$ cat src/rtl/lightio_link.sv
// Optical serial link: TX FIFO feeding a framed serialiser on led, and a mid-bit sampling
// receiver on a synchronised signal input (or the internal TX line in loopback).
module lightio_link #(
  parameter int unsigned FRAME_SIZE = 8,
  parameter int unsigned BIT_CYCLES = 16,
  parameter int unsigned TX_DEPTH   = 4
) (
  input  logic                  clock,
  input  logic                  reset,
  input  logic                  tx_valid,
  output logic                  tx_ready,
  input  logic [FRAME_SIZE-1:0] data_in,
  input  logic                  signal,
  input  logic                  loopback,
  output logic                  led,
  output logic [FRAME_SIZE-1:0] data_out,
  output logic                  rx_valid,
  input  logic                  rx_ack,
  output logic                  irq_tx,
  output logic                  irq_rx,
  output logic                  err_parity,
  output logic                  err_frame,
  output logic                  overrun
);

  localparam int unsigned PtrW = (TX_DEPTH > 1) ? $clog2(TX_DEPTH) : 1;
  localparam int unsigned CntW = $clog2(BIT_CYCLES);
  localparam int unsigned IdxW = (FRAME_SIZE > 1) ? $clog2(FRAME_SIZE) : 1;

  localparam logic [CntW-1:0] CntLast = CntW'(BIT_CYCLES - 1);
  localparam logic [CntW-1:0] CntHalf = CntW'(BIT_CYCLES / 2 - 1);
  localparam logic [IdxW-1:0] IdxTop  = IdxW'(FRAME_SIZE - 1);
  localparam logic [PtrW:0]   Full    = (PtrW + 1)'(TX_DEPTH);

  typedef enum logic [2:0] {TxIdle, TxStart, TxData, TxParity, TxStop} tx_state_e;
  typedef enum logic [2:0] {RxIdle, RxStart, RxData, RxParity, RxStop, RxRecover} rx_state_e;

  // FIFO
  logic [FRAME_SIZE-1:0] mem_q [TX_DEPTH];
  logic [PtrW-1:0]       wptr_q, wptr_d, rptr_q, rptr_d;
  logic [PtrW:0]         count_q, count_d;
  logic                  push, pop, fifo_empty;

  // TX
  tx_state_e             tx_state_q, tx_state_d;
  logic [CntW-1:0]       tx_cnt_q, tx_cnt_d;
  logic [IdxW-1:0]       tx_idx_q, tx_idx_d;
  logic [FRAME_SIZE-1:0] tx_shift_q, tx_shift_d;
  logic                  tx_line_q, tx_line_d;
  logic                  led_q, led_d;
  logic                  irq_tx_q, irq_tx_d;

  // RX
  logic [1:0]            sync_q, sync_d;
  logic                  rx_in, rx_tick;
  rx_state_e             rx_state_q, rx_state_d;
  logic [CntW-1:0]       rx_cnt_q, rx_cnt_d;
  logic [IdxW-1:0]       rx_idx_q, rx_idx_d;
  logic [FRAME_SIZE-1:0] rx_shift_q, rx_shift_d;
  logic                  rx_par_q, rx_par_d;
  logic [FRAME_SIZE-1:0] data_out_q, data_out_d;
  logic                  rx_valid_q, rx_valid_d;
  logic                  irq_rx_q, irq_rx_d;
  logic                  err_parity_q, err_parity_d;
  logic                  err_frame_q, err_frame_d;
  logic                  overrun_q, overrun_d;

  assign tx_ready   = (count_q != Full);
  assign push       = tx_valid & tx_ready;
  assign fifo_empty = (count_q == '0);

  always_comb begin
    wptr_d  = wptr_q;
    rptr_d  = rptr_q;
    count_d = count_q;
    if (push) wptr_d = wptr_q + 1'b1;
    if (pop)  rptr_d = rptr_q + 1'b1;
    case ({push, pop})
      2'b10:   count_d = count_q + 1'b1;
      2'b01:   count_d = count_q - 1'b1;
      default: count_d = count_q;
    endcase
  end

  always_comb begin
    tx_state_d = tx_state_q;
    tx_cnt_d   = tx_cnt_q;
    tx_idx_d   = tx_idx_q;
    tx_shift_d = tx_shift_q;
    pop        = 1'b0;
    irq_tx_d   = 1'b0;
    if (tx_state_q == TxIdle) begin
      if (!fifo_empty) begin
        pop        = 1'b1;
        tx_shift_d = mem_q[rptr_q];
        tx_state_d = TxStart;
        tx_cnt_d   = '0;
      end
    end else if (tx_cnt_q != CntLast) begin
      tx_cnt_d = tx_cnt_q + 1'b1;
    end else begin
      tx_cnt_d = '0;
      case (tx_state_q)
        TxStart: begin
          tx_state_d = TxData;
          tx_idx_d   = IdxTop;
        end
        TxData: begin
          if (tx_idx_q == '0) tx_state_d = TxParity;
          else                tx_idx_d   = tx_idx_q - 1'b1;
        end
        TxParity: tx_state_d = TxStop;
        TxStop: begin
          irq_tx_d = 1'b1;
          // Chain straight into the next start bit when more words are queued.
          if (!fifo_empty) begin
            pop        = 1'b1;
            tx_shift_d = mem_q[rptr_q];
            tx_state_d = TxStart;
          end else begin
            tx_state_d = TxIdle;
          end
        end
        default: tx_state_d = TxIdle;
      endcase
    end
  end

  always_comb begin
    case (tx_state_q)
      TxStart:  tx_line_d = 1'b1;
      TxData:   tx_line_d = tx_shift_q[tx_idx_q];
      TxParity: tx_line_d = ^tx_shift_q;
      default:  tx_line_d = 1'b0;
    endcase
    led_d = tx_line_d & ~loopback;
  end

  assign sync_d  = {sync_q[0], signal};
  assign rx_in   = loopback ? tx_line_q : sync_q[1];
  assign rx_tick = (rx_cnt_q == CntLast);

  always_comb begin
    rx_state_d   = rx_state_q;
    rx_cnt_d     = rx_cnt_q;
    rx_idx_d     = rx_idx_q;
    rx_shift_d   = rx_shift_q;
    rx_par_d     = rx_par_q;
    data_out_d   = data_out_q;
    rx_valid_d   = rx_valid_q & ~rx_ack;
    irq_rx_d     = 1'b0;
    err_parity_d = 1'b0;
    err_frame_d  = 1'b0;
    overrun_d    = 1'b0;
    case (rx_state_q)
      RxIdle: begin
        if (rx_in) begin
          rx_state_d = RxStart;
          rx_cnt_d   = '0;
        end
      end
      RxStart: begin
        if (rx_cnt_q == CntHalf) begin
          rx_cnt_d = '0;
          if (rx_in) begin
            rx_state_d = RxData;
            rx_idx_d   = IdxTop;
          end else begin
            rx_state_d = RxIdle;
          end
        end else begin
          rx_cnt_d = rx_cnt_q + 1'b1;
        end
      end
      RxData, RxParity, RxStop: begin
        if (!rx_tick) begin
          rx_cnt_d = rx_cnt_q + 1'b1;
        end else begin
          rx_cnt_d = '0;
          if (rx_state_q == RxData) begin
            rx_shift_d[rx_idx_q] = rx_in;
            if (rx_idx_q == '0) rx_state_d = RxParity;
            else                rx_idx_d   = rx_idx_q - 1'b1;
          end else if (rx_state_q == RxParity) begin
            rx_par_d   = rx_in;
            rx_state_d = RxStop;
          end else if (rx_in) begin
            err_frame_d = 1'b1;
            rx_state_d  = RxRecover;
          end else if (rx_par_q != ^rx_shift_q) begin
            err_parity_d = 1'b1;
            rx_state_d   = RxIdle;
          end else begin
            // A fresh load wins over a same-cycle acknowledge.
            data_out_d = rx_shift_q;
            rx_valid_d = 1'b1;
            irq_rx_d   = 1'b1;
            overrun_d  = rx_valid_q & ~rx_ack;
            rx_state_d = RxIdle;
          end
        end
      end
      RxRecover: if (!rx_in) rx_state_d = RxIdle;
      default:   rx_state_d = RxIdle;
    endcase
  end

  always_ff @(posedge clock) begin
    if (push) mem_q[wptr_q] <= data_in;
  end

  always_ff @(posedge clock) begin
    if (!reset) begin
      wptr_q       <= '0;
      rptr_q       <= '0;
      count_q      <= '0;
      tx_state_q   <= TxIdle;
      tx_cnt_q     <= '0;
      tx_idx_q     <= '0;
      tx_shift_q   <= '0;
      tx_line_q    <= 1'b0;
      led_q        <= 1'b0;
      irq_tx_q     <= 1'b0;
      sync_q       <= '0;
      rx_state_q   <= RxIdle;
      rx_cnt_q     <= '0;
      rx_idx_q     <= '0;
      rx_shift_q   <= '0;
      rx_par_q     <= 1'b0;
      data_out_q   <= '0;
      rx_valid_q   <= 1'b0;
      irq_rx_q     <= 1'b0;
      err_parity_q <= 1'b0;
      err_frame_q  <= 1'b0;
      overrun_q    <= 1'b0;
    end else begin
      wptr_q       <= wptr_d;
      rptr_q       <= rptr_d;
      count_q      <= count_d;
      tx_state_q   <= tx_state_d;
      tx_cnt_q     <= tx_cnt_d;
      tx_idx_q     <= tx_idx_d;
      tx_shift_q   <= tx_shift_d;
      tx_line_q    <= tx_line_d;
      led_q        <= led_d;
      irq_tx_q     <= irq_tx_d;
      sync_q       <= sync_d;
      rx_state_q   <= rx_state_d;
      rx_cnt_q     <= rx_cnt_d;
      rx_idx_q     <= rx_idx_d;
      rx_shift_q   <= rx_shift_d;
      rx_par_q     <= rx_par_d;
      data_out_q   <= data_out_d;
      rx_valid_q   <= rx_valid_d;
      irq_rx_q     <= irq_rx_d;
      err_parity_q <= err_parity_d;
      err_frame_q  <= err_frame_d;
      overrun_q    <= overrun_d;
    end
  end

  assign led        = led_q;
  assign data_out   = data_out_q;
  assign rx_valid   = rx_valid_q;
  assign irq_tx     = irq_tx_q;
  assign irq_rx     = irq_rx_q;
  assign err_parity = err_parity_q;
  assign err_frame  = err_frame_q;
  assign overrun    = overrun_q;

endmodule

$ cat config.mk
export PLATFORM = sky130hd
export DESIGN_NAME = lightio_link
export DESIGN_NICKNAME = d
export VERILOG_FILES = /design/src/rtl/lightio_link.sv
export SDC_FILE = /design/constraint.sdc
export NUM_CORES = 1
export LEC_CHECK = 0
export BUFFER_PORTS_ARGS = -buffer_cell sky130_fd_sc_hd__buf_4
export CAP_MARGIN = 20
export CORE_ASPECT_RATIO = 1.4
export CORE_MARGIN = 3
export CORE_UTILIZATION = 54
export DETAILED_ROUTE_END_ITERATION = 8
export GPL_ROUTABILITY_DRIVEN = 0
export GPL_TIMING_DRIVEN = 0
export PLACE_DENSITY = 0.75
export SLEW_MARGIN = 10
export SYNTH_ARGS = -nofsm -noshare
export SYNTH_HDL_FRONTEND = slang
export SYNTH_SLANG_ARGS = --single-unit
$ cat constraint.sdc
create_clock -name clock -period 2.6 [get_ports clock]
set_input_delay 0.52 -clock clock [delete_from_list [all_inputs] [get_ports clock]]
set_output_delay 0.52 -clock clock [all_outputs]
set_load 0.05 [all_outputs]
==> results.txt, run 1 <==
The flow ran to the end, and the final reports show no timing, DRC or antenna violations. The worst setup path is captured at a register. The clock latency of the later-clocked register in the worst-skew pair is 0.36 ns. The internal power component is 2.62 mW. The netlist area before placement came out at 4220 µm². The critical path class is register to register. In this run the standard cell core region covers 7450 µm². The number of buffers on the longest clock path is 2. The clock skew came out at 0.0145 ns. Summed over all nets, the switching power comes to 1.22 mW. The max-cap violation count is 0.

In this run, synthesis produced a sequential element count of 96. The power share of the combinational group came out at 29.2%. The average instance area after synthesis is 11.0 µm². Walking the worst path, the cells encountered are ha_4 > nand3_4 > a2111oi_4 > buf_4 > ha_1 > inv_1 > fa_1 > xor2_1 > or3_1 > a21oi_1. For the pin with the worst max-slew slack, the measured transition is 0.815 ns. The clock net sink count came out at 96.

The die span in y came out at 111 µm. The share of layout cells above drive strength 1 came out at 16.9%. TritonCTS built the clock tree.

The area of placed instances is 4560 µm². The highest ir drop seen on vdd came out at 0.000562 V. The net count after synthesis came out at 411. The critical path required time is 2.88 ns. Clock-pin slew was measured on the worst setup and hold paths at 0.09 ns. Setup repair after global routing left no endpoint under its margin.

In this run the worst setup path begins at tx_cnt_q[0]$_SDFFE_PN0P_. The initial core utilization is 56.6%. The final max-slew violation count came out at 0.

Dividing the detail-routed wire length by the instance count gives 15.0 µm. The number of clock buffers inserted by TritonCTS came out at 9. By area the synthesized netlist is led by sky130_fd_sc_hd__dfxtp_1 (30%), sky130_fd_sc_hd__edfxtp_1 (23%), sky130_fd_sc_hd__mux2i_1 (4.5%). Summing over every cut layer, the via total after detailed routing is 2959.

The number of optimization iterations in the first detailed-route pass came out at 4. Headroom to the max-slew limit came out at 45.2%. The number of standard cells in the layout, taps in and fillers out is 528. The final wirelength is 7930 µm.

The synthesized instance count is 385. The final worst-path cycle share came out at 95.0%. For this design, the CTS-stage hold fixing added 0 buffers. The sum of net half-perimeters after detailed placement is 5740 µm. The final count of hold timing violations came out at 0. The final critical path time including I/O delays and setup is 2.47 ns. Entering global routing, the biggest net connects 17 pins. The number of distinct standard cells referenced by the synthesized netlist is 53. In this run the static leakage power is 1.68 nW. In this run the critical register-to-register path is launched from tx_cnt_q[0]$_SDFFE_PN0P_. In this run the tool buffered the top-level ports with 29 buffer cells. The DRC violations left is 0. The count of final setup violators is 0. For this design the ratio of total power to cell area is 805 nW/µm². The floorplan has 37 rows.

The most repeated cell in the gate-level netlist after synthesis is sky130_fd_sc_hd__dfxtp_1. The critical path's top delay family is adder cells. Counting flops with a built-in enable in the synthesized netlist gives 32.

The biggest cell delay along the critical path came out at 0.39 ns. The path class of the tightest hold or removal check is primary input to register. The worst-path cell with the longest stage delay is sky130_fd_sc_hd__dfxtp_2. The final layout contains 452 nets. The number of I/O pins is 30.

The antenna violation net count after detailed routing is 0. The total placed cells including tap cells came out at 511. After synthesis, the share of flip-flops with an asynchronous set or reset is 0%. The first-iteration detailed-routing DRC count is 113.

Cells fill 64.1% of the core in the end. Data arrives at the worst endpoint at 2.75 ns. The top-area cell type share of the netlist area came out at 30.3%. The total die area came out at 8930 µm². The number of global-route vias before repair came out at 2939. The total congestion overflow after global routing came out at 0.

The largest driver fanout on the critical path is 6. The area growth from synthesis to layout is 13.1%. The switching part of the total came out at 31.8%. The global-route usage over all layers is 19.2%.

The maximum level of the CTS H-tree came out at 3. The floorplan die width came out at 80.7 µm. The sum of negative setup slack is 0 ns. After synthesis, the most frequently instantiated cells are sky130_fd_sc_hd__dfxtp_1 (64), sky130_fd_sc_hd__nor2_1 (40), sky130_fd_sc_hd__edfxtp_1 (32), sky130_fd_sc_hd__a21oi_1 (24), sky130_fd_sc_hd__nand2_1 (20).

Of all cell types, the one taking the most synthesized area is sky130_fd_sc_hd__dfxtp_1. After synthesis, flip-flops and latches occupy 53.1% of the total area. The sequential share of power came out at 48.4%. STA classifies the critical path startpoint as a register. Based on the critical path, the design can be clocked at up to 0.405 GHz.

The post-layout instance area came out at 4780 µm². The antenna diode count is 0. The number of buffers and inverters on the critical path came out at 2. The first-pass GRT wire length came out at 13400 µm. The mean number of vias per cell came out at 5.60.

Of the total power, the clock network draws 22.4%. The Yosys step of the flow raised 0 warnings. The startpoint identified for the worst hold timing path is loopback. The sum of internal, switching and leakage power is 3.84 mW. The root buffer cell is sky130_fd_sc_hd__clkbuf_8. The most used flip-flop cell after synthesis is sky130_fd_sc_hd__dfxtp_1. The total of fill cells in the finished design came out at 562.

The initial antenna violation count came to 0.
## path summary, 6_finish.rpt
path                                                 to  slack, ns  cells after the start
worst max-delay path            count_q[2]$_SDFFE_PN0P_       0.13                     10
worst max register to register  count_q[2]$_SDFFE_PN0P_       0.13                     10
worst min-delay path                     led$_SDFF_PN0_       0.35                      2
worst min register to register     sync_q[1]$_SDFF_PN0_       0.47                      1
## logic make-up after synthesis
logic type	count (synthesis)	synth area share (%)
AND/OR/NAND/NOR	131	15.8
flip-flops	96	53.1
AO/OA/AOI/OAI	66	9.63
buffers and inverters	29	2.70
multiplexers	29	9.31
XOR/XNOR	22	5.72
adder cells (fa/ha/maj)	12	3.73
## sequential cells by signal, indices dropped and copies added, names as in the netlist, 2 cells and up, named ones only
signal,cells
tx_state_q,3
mem_q,32
wptr_q,2
rx_cnt_q,4
rx_idx_q,3
data_out,8
rx_shift_q,8
rptr_q,2
count_q,3
tx_cnt_q,4
sync_q,2
rx_state_q,3
tx_idx_q,3
tx_shift_q,8
## cell usage in the layout, fill, tap and decap left out, types with 3 or more instances in the layout
cell / synthesis / routed
sky130_fd_sc_hd__dfxtp_1: 64 / 62
sky130_fd_sc_hd__nor2_1: 40 / 40
sky130_fd_sc_hd__edfxtp_1: 32 / 32
sky130_fd_sc_hd__buf_4: 1 / 31
sky130_fd_sc_hd__a21oi_1: 24 / 24
sky130_fd_sc_hd__nand2_1: 20 / 20
sky130_fd_sc_hd__mux2i_1: 19 / 19
sky130_fd_sc_hd__o21ai_0: 17 / 17
sky130_fd_sc_hd__nand3_1: 16 / 16
sky130_fd_sc_hd__nor3_1: 15 / 15
sky130_fd_sc_hd__xnor2_1: 13 / 13
sky130_fd_sc_hd__inv_1: 12 / 12
sky130_fd_sc_hd__clkbuf_1: 11 / 12
sky130_fd_sc_hd__ha_1: 11 / 10
sky130_fd_sc_hd__clkbuf_8: 0 / 9
sky130_fd_sc_hd__or3_1: 8 / 8
sky130_fd_sc_hd__mux4_2: 8 / 8
sky130_fd_sc_hd__a31oi_1: 7 / 7
sky130_fd_sc_hd__and2_1: 5 / 5
sky130_fd_sc_hd__and3_1: 5 / 5
sky130_fd_sc_hd__xor2_1: 5 / 5
sky130_fd_sc_hd__a311oi_1: 5 / 5
sky130_fd_sc_hd__nand2b_1: 4 / 4
sky130_fd_sc_hd__nor2b_1: 4 / 4
sky130_fd_sc_hd__buf_1: 3 / 3
sky130_fd_sc_hd__clkinvlp_4: 0 / 3
## power by group through the flow
| stage | combinational [mW] | sequential (mW) | clock (mW) |
|---|---|---|---|
| finish | 1.12 | 1.86 | 0.859 |
| global route | 1.24 | 1.88 | 0.943 |
| CTS | 1.13 | 1.86 | 0.876 |
| detailed placement | 1.08 | 1.89 | 0 |
| global placement | 1.04 | 1.88 | 0 |
| floorplan | 0.864 | 1.86 | 0 |
## area by class of cell
type | count | area [µm²] | share of cell area [%]
tap | 97 | 121 | 2.54
buffer | 16 | 65.1 | 1.36
inverter | 13 | 48.8 | 1.02
multi-input combinational | 260 | 1900 | 39.7
clock buffer | 10 | 128 | 2.67
timing repair buffer | 30 | 225 | 4.72
clock inverter | 6 | 45.0 | 0.943
sequential | 96 | 2240 | 47.0
## metal layers
layer	track usage, %	routed length, µm	vias to the layer above
met1	21.2	3210	1407
li1	-	-	1471
met2	34.6	4260	65
met3	2.85	262	16
met5	0	0	-
met4	9.70	192	0
## through the flow
| stage | hold WS (ns) | setup WS, ns |
|---|---|---|
| 6_report | 0.349 | 0.129 |
| 5_1_grt | 0.341 | 0.000294 |
| 4_1_cts | 0.334 | 0.0276 |
| 3_5_place_dp | 0.449 | -0.249 |
| 3_3_place_gp | 0.429 | -0.155 |
| 2_1_floorplan | 0.412 | 0.0131 |
## repair_timing
item                       in CTS  in global routing
setup endpoints to repair       2                  1
pin swaps                       0                  1
buffers inserted                1                  0
gates resized for setup         5                  1
(Power assumes the default switching activity.)
==> inputs of run 2 (changes only) <==
--- a/config.mk
+++ b/config.mk
@@ -9,11 +9,12 @@
 export CAP_MARGIN = 20
 export CORE_ASPECT_RATIO = 1.4
 export CORE_MARGIN = 3
-export CORE_UTILIZATION = 54
+export CORE_UTILIZATION = 56
+export CTS_BUF_LIST = sky130_fd_sc_hd__clkbuf_4
 export DETAILED_ROUTE_END_ITERATION = 8
 export GPL_ROUTABILITY_DRIVEN = 0
 export GPL_TIMING_DRIVEN = 0
-export PLACE_DENSITY = 0.75
+export PLACE_DENSITY = 0.78
 export SLEW_MARGIN = 10
 export SYNTH_ARGS = -nofsm -noshare
 export SYNTH_HDL_FRONTEND = slang
==> run 2 against run 1 <==
  * Critical path type unchanged
  * Final area up 1.2%
  * Sequential power barely moved
  * Sequential share of layout area shrank 0.54 points
  * Combinational power about the same
==> results.txt, run 2 (synthesized netlist as in run 1, its figures left out) <==
The highest ir drop seen on vdd came to 0.000698 V (+24%). The clock latency of the later-clocked register in the worst-skew pair came out at 0.44 ns (+0.08 ns). The critical path required time came out at 2.98 ns (+0.10 ns). The final max-slew violation count is 0 (unchanged). The largest driver fanout on the critical path is 6 (unchanged). The leakage power figure is 1.72 nW (+2.7%). The maximum level of the CTS H-tree came out at 3 (unchanged). The number of buffers and inverters on the critical path is 2 (unchanged). The mean number of vias per cell is 5.62 (+0.34%). The number of clock buffers inserted by TritonCTS came out at 9 (unchanged). The total congestion overflow after global routing is 0 (unchanged). The path with the worst hold slack has its endpoint at led$_SDFF_PN0_. The final wirelength came out at 7700 µm (-2.9%).

STA classifies the critical path startpoint as a register. The maximum operating frequency was 0.409 GHz (+0.95%). The final-stage net count came out at 454 (+0.44%).

The most common library cell in the layout ignoring fill and taps is sky130_fd_sc_hd__dfxtp_1. The count of input and output buffers came out at 29 (unchanged). The clock-pin slew reported for the worst setup and hold paths after clock tree synthesis was 0.14 ns (+0.05 ns). TritonCTS built the clock tree. The total via count after detailed routing is 2969 (+0.34%). The worst hold path startpoint is loopback. The count of final setup violators came out at 0 (unchanged). The average wire per cell in the routed design is 14.6 µm (-2.9%). The relative slew slack came out at 50.4% (+5.2 points). The final critical path time including I/O delays and setup is 2.45 ns (-0.0232 ns). The classification of the worst-slack hold path is primary input to register. The kind of cell with the highest combined delay along the critical path is adder cells.

The final worst-path cycle share is 94.1% (-0.89 points). The first-pass GRT wire length is 12900 µm (-3.4%). The final count of hold timing violations came out at 0 (unchanged). The arrival time of data at the critical path endpoint is 2.82 ns (+0.07 ns). The register with the most flip-flops in the final layout is mem_q. The sum of net half-perimeters after detailed placement came to 5710 µm (-0.54%). The critical path endpoint category is a register. The number of buffers on the longest clock path is 2 (unchanged). The depth of the most critical reg-to-reg path came to 10 (unchanged). The number of flip-flops under the largest register name came to 32 (unchanged).

The antenna violation net count after detailed routing is 0 (unchanged). On the critical path, the stage with the largest delay is an instance of sky130_fd_sc_hd__dfxtp_2. The floorplan row count is 36 (-2.7%). The critical path goes through ha_4 > nand3_4 > a2111oi_4 > buf_4 > ha_1 > inv_1 > fa_1 > xor2_1 > or3_1 > a21oi_1. The top cell types in the final layout, fill and taps aside, are sky130_fd_sc_hd__dfxtp_1 (62), sky130_fd_sc_hd__nor2_1 (40), sky130_fd_sc_hd__buf_4 (33), sky130_fd_sc_hd__edfxtp_1 (32), sky130_fd_sc_hd__a21oi_1 (24). The instance count along the most critical hold path is 2 (unchanged). The initial core utilization was 58.9% (+2.3 points). The worst register-to-register path begins at tx_cnt_q[1]$_SDFFE_PN0P_. The clock skew is 0.0163 ns (+0.00176 ns).

The floorplan die width is 79.4 µm (-1.7%). The total of fill cells in the finished design came out at 522 (-7.1%). The tree is rooted in a sky130_fd_sc_hd__clkbuf_4. Setup repair after global routing left no endpoint under its margin.

The max-cap violation count is 0 (unchanged). The area of the core was 7160 µm² (-3.9%). The largest net degree at the start of global routing came out at 18 (+1). The number of optimization iterations in the first detailed-route pass is 4 (unchanged). The reg-to-reg setup timing slack is 0.15 ns (+0.02 ns). The biggest cell delay along the critical path came out at 0.39 ns (about the same). The total die area is 8630 µm² (-3.3%). The global-route usage over all layers came to 19.3% (+0.092 points).

The DRC violations left came out at 0 (unchanged). The first-iteration detailed-routing DRC count is 146 (+29%). The number of I/O pins is 30 (unchanged). The number of global-route vias before repair came out at 2817 (-4.2%).

The slew at the pin with the worst max-slew slack came out at 0.723 ns (-0.0919 ns). The sum of internal, switching and leakage power came out at 4.09 mW (+6.6%). The sum of negative setup slack came out at 0 ns (unchanged). The clock net sink count came out at 96 (unchanged). The share of layout cells above drive strength 1 came out at 17.6% (+0.61 points). The setup path with the least slack is of type register to register. The post-synthesis to final-layout area growth is 14.4%. The initial antenna violation count came out at 0 (unchanged). The antenna diode count came out at 0 (unchanged).

The power density normalized to cell area is 848 nW/µm² (+5.4%). The flow ran to the end, and the final reports show no timing, DRC or antenna violations. The endpoint of the worst register-to-register path is count_q[2]$_SDFFE_PN0P_. The die span in y came to 109 µm (-1.7%).
-- run 2: through the flow --
step	std cells	instance area [µm²]	utilization [%]	hold WS (ns)	setup slack (ns)
after global routing	528	4830	67.5	0.237	0.0301
after detailed placement	509	4560	63.6	0.430	-0.215
after CTS	526	4800	67.1	0.221	0.0258
after floorplan	385	4220	-	0.412	0.0131
after global placement	509	4560	63.6	0.423	-0.140
final	528	4830	67.5	0.249	0.153
-- run 2: layer usage --
metal	global-route usage (%)	up-vias	part of all wire, %
met2	34.5	62	54
met1	22.4	1419	41
met3	2.73	11	3.4
met4	9.95	0	2.1
met5	0	-	0
li1	-	1477	-
-- run 2: worst max path at each step --
stage	from	to	slack, ns	cells after the start
after floorplan	tx_cnt_q[0]$_SDFFE_PN0P_	count_q[2]$_SDFFE_PN0P_	0.01	10
after global placement	tx_cnt_q[0]$_SDFFE_PN0P_	count_q[2]$_SDFFE_PN0P_	-0.14	10
after detailed placement	tx_cnt_q[0]$_SDFFE_PN0P_	count_q[2]$_SDFFE_PN0P_	-0.21	10
after CTS	tx_cnt_q[1]$_SDFFE_PN0P_	count_q[2]$_SDFFE_PN0P_	0.03	10
after global routing	tx_cnt_q[1]$_SDFFE_PN0P_	count_q[2]$_SDFFE_PN0P_	0.03	10
final	tx_cnt_q[1]$_SDFFE_PN0P_	count_q[2]$_SDFFE_PN0P_	0.15	10
-- run 2: report_power, final --
group	total, mW	internal, mW	leakage (nW)	switching, mW
Clock	1.10	0.605	0.113	0.500
Sequential	1.86	1.75	0.814	0.114
Combinational	1.13	0.546	0.798	0.584
-- run 2: what timing repair did --
item                                    in CTS  in global routing
pin swaps                                    0                  1
endpoints found under the setup margin       2                  1
resized for setup                            4                  2
hold buffers                                 0                  0
gates cloned                                 0                  0
buffers inserted                             1                  2
-- run 2: worst reg2reg max path, delay by kind of cell, from the launching register on --
kind,cells,cell delay [ns]
compound gates,2,0.47
fa+ha+maj,3,0.70
buf+inv,2,0.24
flops,1,0.39
xor+xnor,1,0.16
simple gates,2,0.42
-- run 2: cell type report --
class / instances / area (µm²) / area share (%)
Buffer: 16 / 65.1 / 1.35
Clock buffer: 10 / 75.1 / 1.55
Clock inverter: 6 / 140 / 2.90
Inverter: 13 / 48.8 / 1.01
Multi-Input combinational cell: 260 / 1900 / 39.3
Sequential cell: 96 / 2240 / 46.5
Tap cell: 95 / 119 / 2.46
Timing Repair Buffer: 32 / 240 / 4.97
==> inputs of run 3 (changes only) <==
--- a/config.mk
+++ b/config.mk
@@ -7,14 +7,16 @@
 export LEC_CHECK = 0
 export BUFFER_PORTS_ARGS = -buffer_cell sky130_fd_sc_hd__buf_4
 export CAP_MARGIN = 20
+export CELL_PAD_IN_SITES_DETAIL_PLACEMENT = 1
+export CELL_PAD_IN_SITES_GLOBAL_PLACEMENT = 1
 export CORE_ASPECT_RATIO = 1.4
 export CORE_MARGIN = 3
-export CORE_UTILIZATION = 56
+export CORE_UTILIZATION = 45
 export CTS_BUF_LIST = sky130_fd_sc_hd__clkbuf_4
 export DETAILED_ROUTE_END_ITERATION = 8
 export GPL_ROUTABILITY_DRIVEN = 0
 export GPL_TIMING_DRIVEN = 0
-export PLACE_DENSITY = 0.78
+export PLACE_DENSITY_LB_ADDON = 0.1
 export SLEW_MARGIN = 10
 export SYNTH_ARGS = -nofsm -noshare
 export SYNTH_HDL_FRONTEND = slang
==> constraint.sdc (replaced) <==
create_clock -name clock -period 2.6 [get_ports clock]
set_input_delay 0.65 -clock clock [delete_from_list [all_inputs] [get_ports clock]]
set_output_delay 0.65 -clock clock [all_outputs]
set_load 0.05 [all_outputs]
==> run 3 against run 2 <==
  * First-iteration DRC count is 27% lower
  * Fmax is 1.4% lower
  * Global-route usage fell by 0.43 points
  * Combinational power up 4%
  * Non-clock buffer count fell by 1
  * Utilization fell by 15 points
  * Register-to-register slack got worse by 0.03 ns
==> results.txt, run 3 (synthesized netlist as in run 1, its figures left out) <==
The met2 track demand over resource came out at 33.8% (-0.64 points). The root buffer cell is sky130_fd_sc_hd__clkbuf_4. The leakage power figure came out at 1.67 nW (-3.1%).

The flow ran to the end, and the final reports show no timing, DRC or antenna violations. The maximum level of the CTS H-tree is 3 (unchanged). The highest ir drop seen on vdd came out at 0.000406 V (-42%). The area of the core came out at 9080 µm² (+27%). The library cell used most frequently in the layout, excluding fill and tap cells, is sky130_fd_sc_hd__dfxtp_1.

The number of buffers on the longest clock path is 2 (unchanged). The slew at the pin with the worst max-slew slack is 0.746 ns (+0.0230 ns). The antenna violation net count after detailed routing came out at 0 (unchanged). The average wire per cell in the routed design is 16.6 µm (+14%). The global-route met1 utilization came out at 21.5% (-0.92 points). The number of optimization iterations in the first detailed-route pass came to 4 (unchanged).

The count of final setup violators was 0 (unchanged). The clock latency of the later-clocked register in the worst-skew pair is 0.46 ns (+0.02 ns). The largest net degree at the start of global routing came out at 18 (unchanged). The global-route usage over all layers is 18.9% (-0.43 points).

The arrival time of data at the critical path endpoint is 2.86 ns (+0.04 ns). The number of I/O pins is 30 (unchanged). The clock net sink count is 96 (unchanged). Relative to the synthesized area, the layout overhead comes to 12.5%.

The largest driver fanout on the critical path is 6 (unchanged). The maximum operating frequency is 0.403 GHz (-1.4%). The initial core utilization came out at 46.5% (-12 points). The clock tree from TritonCTS is built. The final max-slew violation count is 0 (unchanged).

STA classifies the critical path startpoint as a register. The DRC violations left is 0 (unchanged). The max-cap violation count is 0 (unchanged).

The first-iteration detailed-routing DRC count is 106 (-27%). The library cells used most frequently in the layout, excluding fill and tap cells, are sky130_fd_sc_hd__dfxtp_1 (62), sky130_fd_sc_hd__nor2_1 (40), sky130_fd_sc_hd__buf_4 (32), sky130_fd_sc_hd__edfxtp_1 (32), sky130_fd_sc_hd__a21oi_1 (24). STA classifies the critical path endpoint as a register. The register with the most flip-flops is mem_q. The floorplan row count is 41 (+14%). The post-cts hold buffer count is 0 (unchanged). The clock-pin slew reported for the worst setup and hold paths after clock tree synthesis is 0.15 ns (about the same).

The number of clock buffers inserted by TritonCTS is 9 (unchanged). The final critical path time including I/O delays and setup came out at 2.48 ns (+0.0337 ns). The final-stage net count came out at 453 (-0.22%). The number of global-route vias before repair came out at 3142 (+12%). The final-layout worst hold slack came out at 0.381 ns (+0.132 ns). The area of all sequential standard cells came out at 2250 µm² (+0.11%). The area of the multi-input gates came out at 1900 µm² (unchanged). The share of layout cells above drive strength 1 was 16.9% (-0.65 points). The total die area came to 10600 µm² (+23%). The power density normalized to cell area was 793 nW/µm² (-6.4%). The final wirelength was 8950 µm (+16%). The final worst-path cycle share came out at 95.4% (+1.3 points). The count of input and output buffers came out at 29 (unchanged).

The mean number of vias per cell was 5.53 (-1.7%). The met3 track utilization from global routing came out at 4.36% (+1.6 points). The critical path is of the register to register type.

The core occupancy in the finished layout came out at 52.3% (-15 points). The sum of negative setup slack came to 0 ns (unchanged). The critical path required time came out at 2.98 ns (about the same). The sum of net half-perimeters after detailed placement came out at 6670 µm (+17%).

The total via count after detailed routing is 2986 (+0.57%). The initial antenna violation count came out at 1 (+1). The relative slew slack is 48.8% (-1.6 points). The final count of hold timing violations is 0 (unchanged). The first-pass GRT wire length is 15400 µm (+19%). The floorplan die width came out at 87.9 µm (+11%). The total of fill cells in the finished design came out at 1001 (+92%). The number of flip-flops under the largest register name came to 32 (unchanged).

The global routing stage identified its most utilized layer as met2. The die span in y came out at 121 µm (+11%). In this run the worst hold path is classified as primary input to register. The clock skew is 0.0283 ns (+0.0120 ns). The total congestion overflow after global routing came out at 0 (unchanged).
[run 3: through the flow]
step           cell area, µm²  power (mW)  instances  worst slack [ns]
2_1_floorplan            4220        2.73        385            0.0131
3_3_place_gp             4570        2.96        521            -0.177
3_5_place_dp             4570        3.02        521            -0.253
4_1_cts                  4730        3.80        538           0.00382
5_1_grt                  4750        4.03        540           -0.0108
6_report                 4750        3.77        540             0.119
[run 3: report_power, final]
part	total (mW)	leakage (nW)	switching [mW]	internal [mW]
Sequential	1.87	0.814	0.118	1.75
Combinational	1.17	0.793	0.625	0.541
Clock	0.734	0.0643	0.526	0.208
Total	3.77	1.67	1.27	2.50
[run 3: critical path, stage by stage, from the launching register on]
cell and delay, ns:
sky130_fd_sc_hd__dfxtp_2 0.40, sky130_fd_sc_hd__ha_4 0.16, sky130_fd_sc_hd__nand3_4 0.12, sky130_fd_sc_hd__a2111oi_4 0.34
sky130_fd_sc_hd__buf_4 0.18, sky130_fd_sc_hd__ha_1 0.17, sky130_fd_sc_hd__inv_1 0.06, sky130_fd_sc_hd__fa_1 0.37
sky130_fd_sc_hd__xor2_1 0.15, sky130_fd_sc_hd__or3_1 0.31, sky130_fd_sc_hd__a21oi_1 0.15
[run 3: area by class of cell]
cell class,instances,share of cell area (%)
antenna,1,0.0527
buffer,16,1.37
clock buffer,9,1.42
clock inverter,7,1.11
inverter,13,1.03
multi-input combinational,260,40.0
sequential,96,47.3
tap,107,2.82
timing repair buffer,31,4.90
[run 3: worst paths after layout]
path,end,from,cells past startpoint,slack (ns)
setup / recovery,count_q[2]$_SDFFE_PN0P_,tx_cnt_q[1]$_SDFFE_PN0P_,10,0.12
hold reg to reg,sync_q[1]$_SDFF_PN0_,sync_q[0]$_SDFF_PN0_,1,0.45
setup reg to reg,count_q[2]$_SDFFE_PN0P_,tx_cnt_q[1]$_SDFFE_PN0P_,10,0.12
hold / removal,led$_SDFF_PN0_,loopback,2,0.38
[run 3: layer usage]
metal  up-vias  wire (µm)
li1       1474          -
met1      1468       3640
met2        31       4910
met3        13        211
met4         0        192
met5         -          0
[run 3: what timing repair did]
item / 4_1_cts / 5_1_grt
endpoints found under the setup margin: 2 / 1
cloned: 0 / 0
endpoints found under the hold margin: 0 / 0
gates resized for setup: 5 / 2
pin swaps: 0 / 1
buffers inserted: 1 / 1
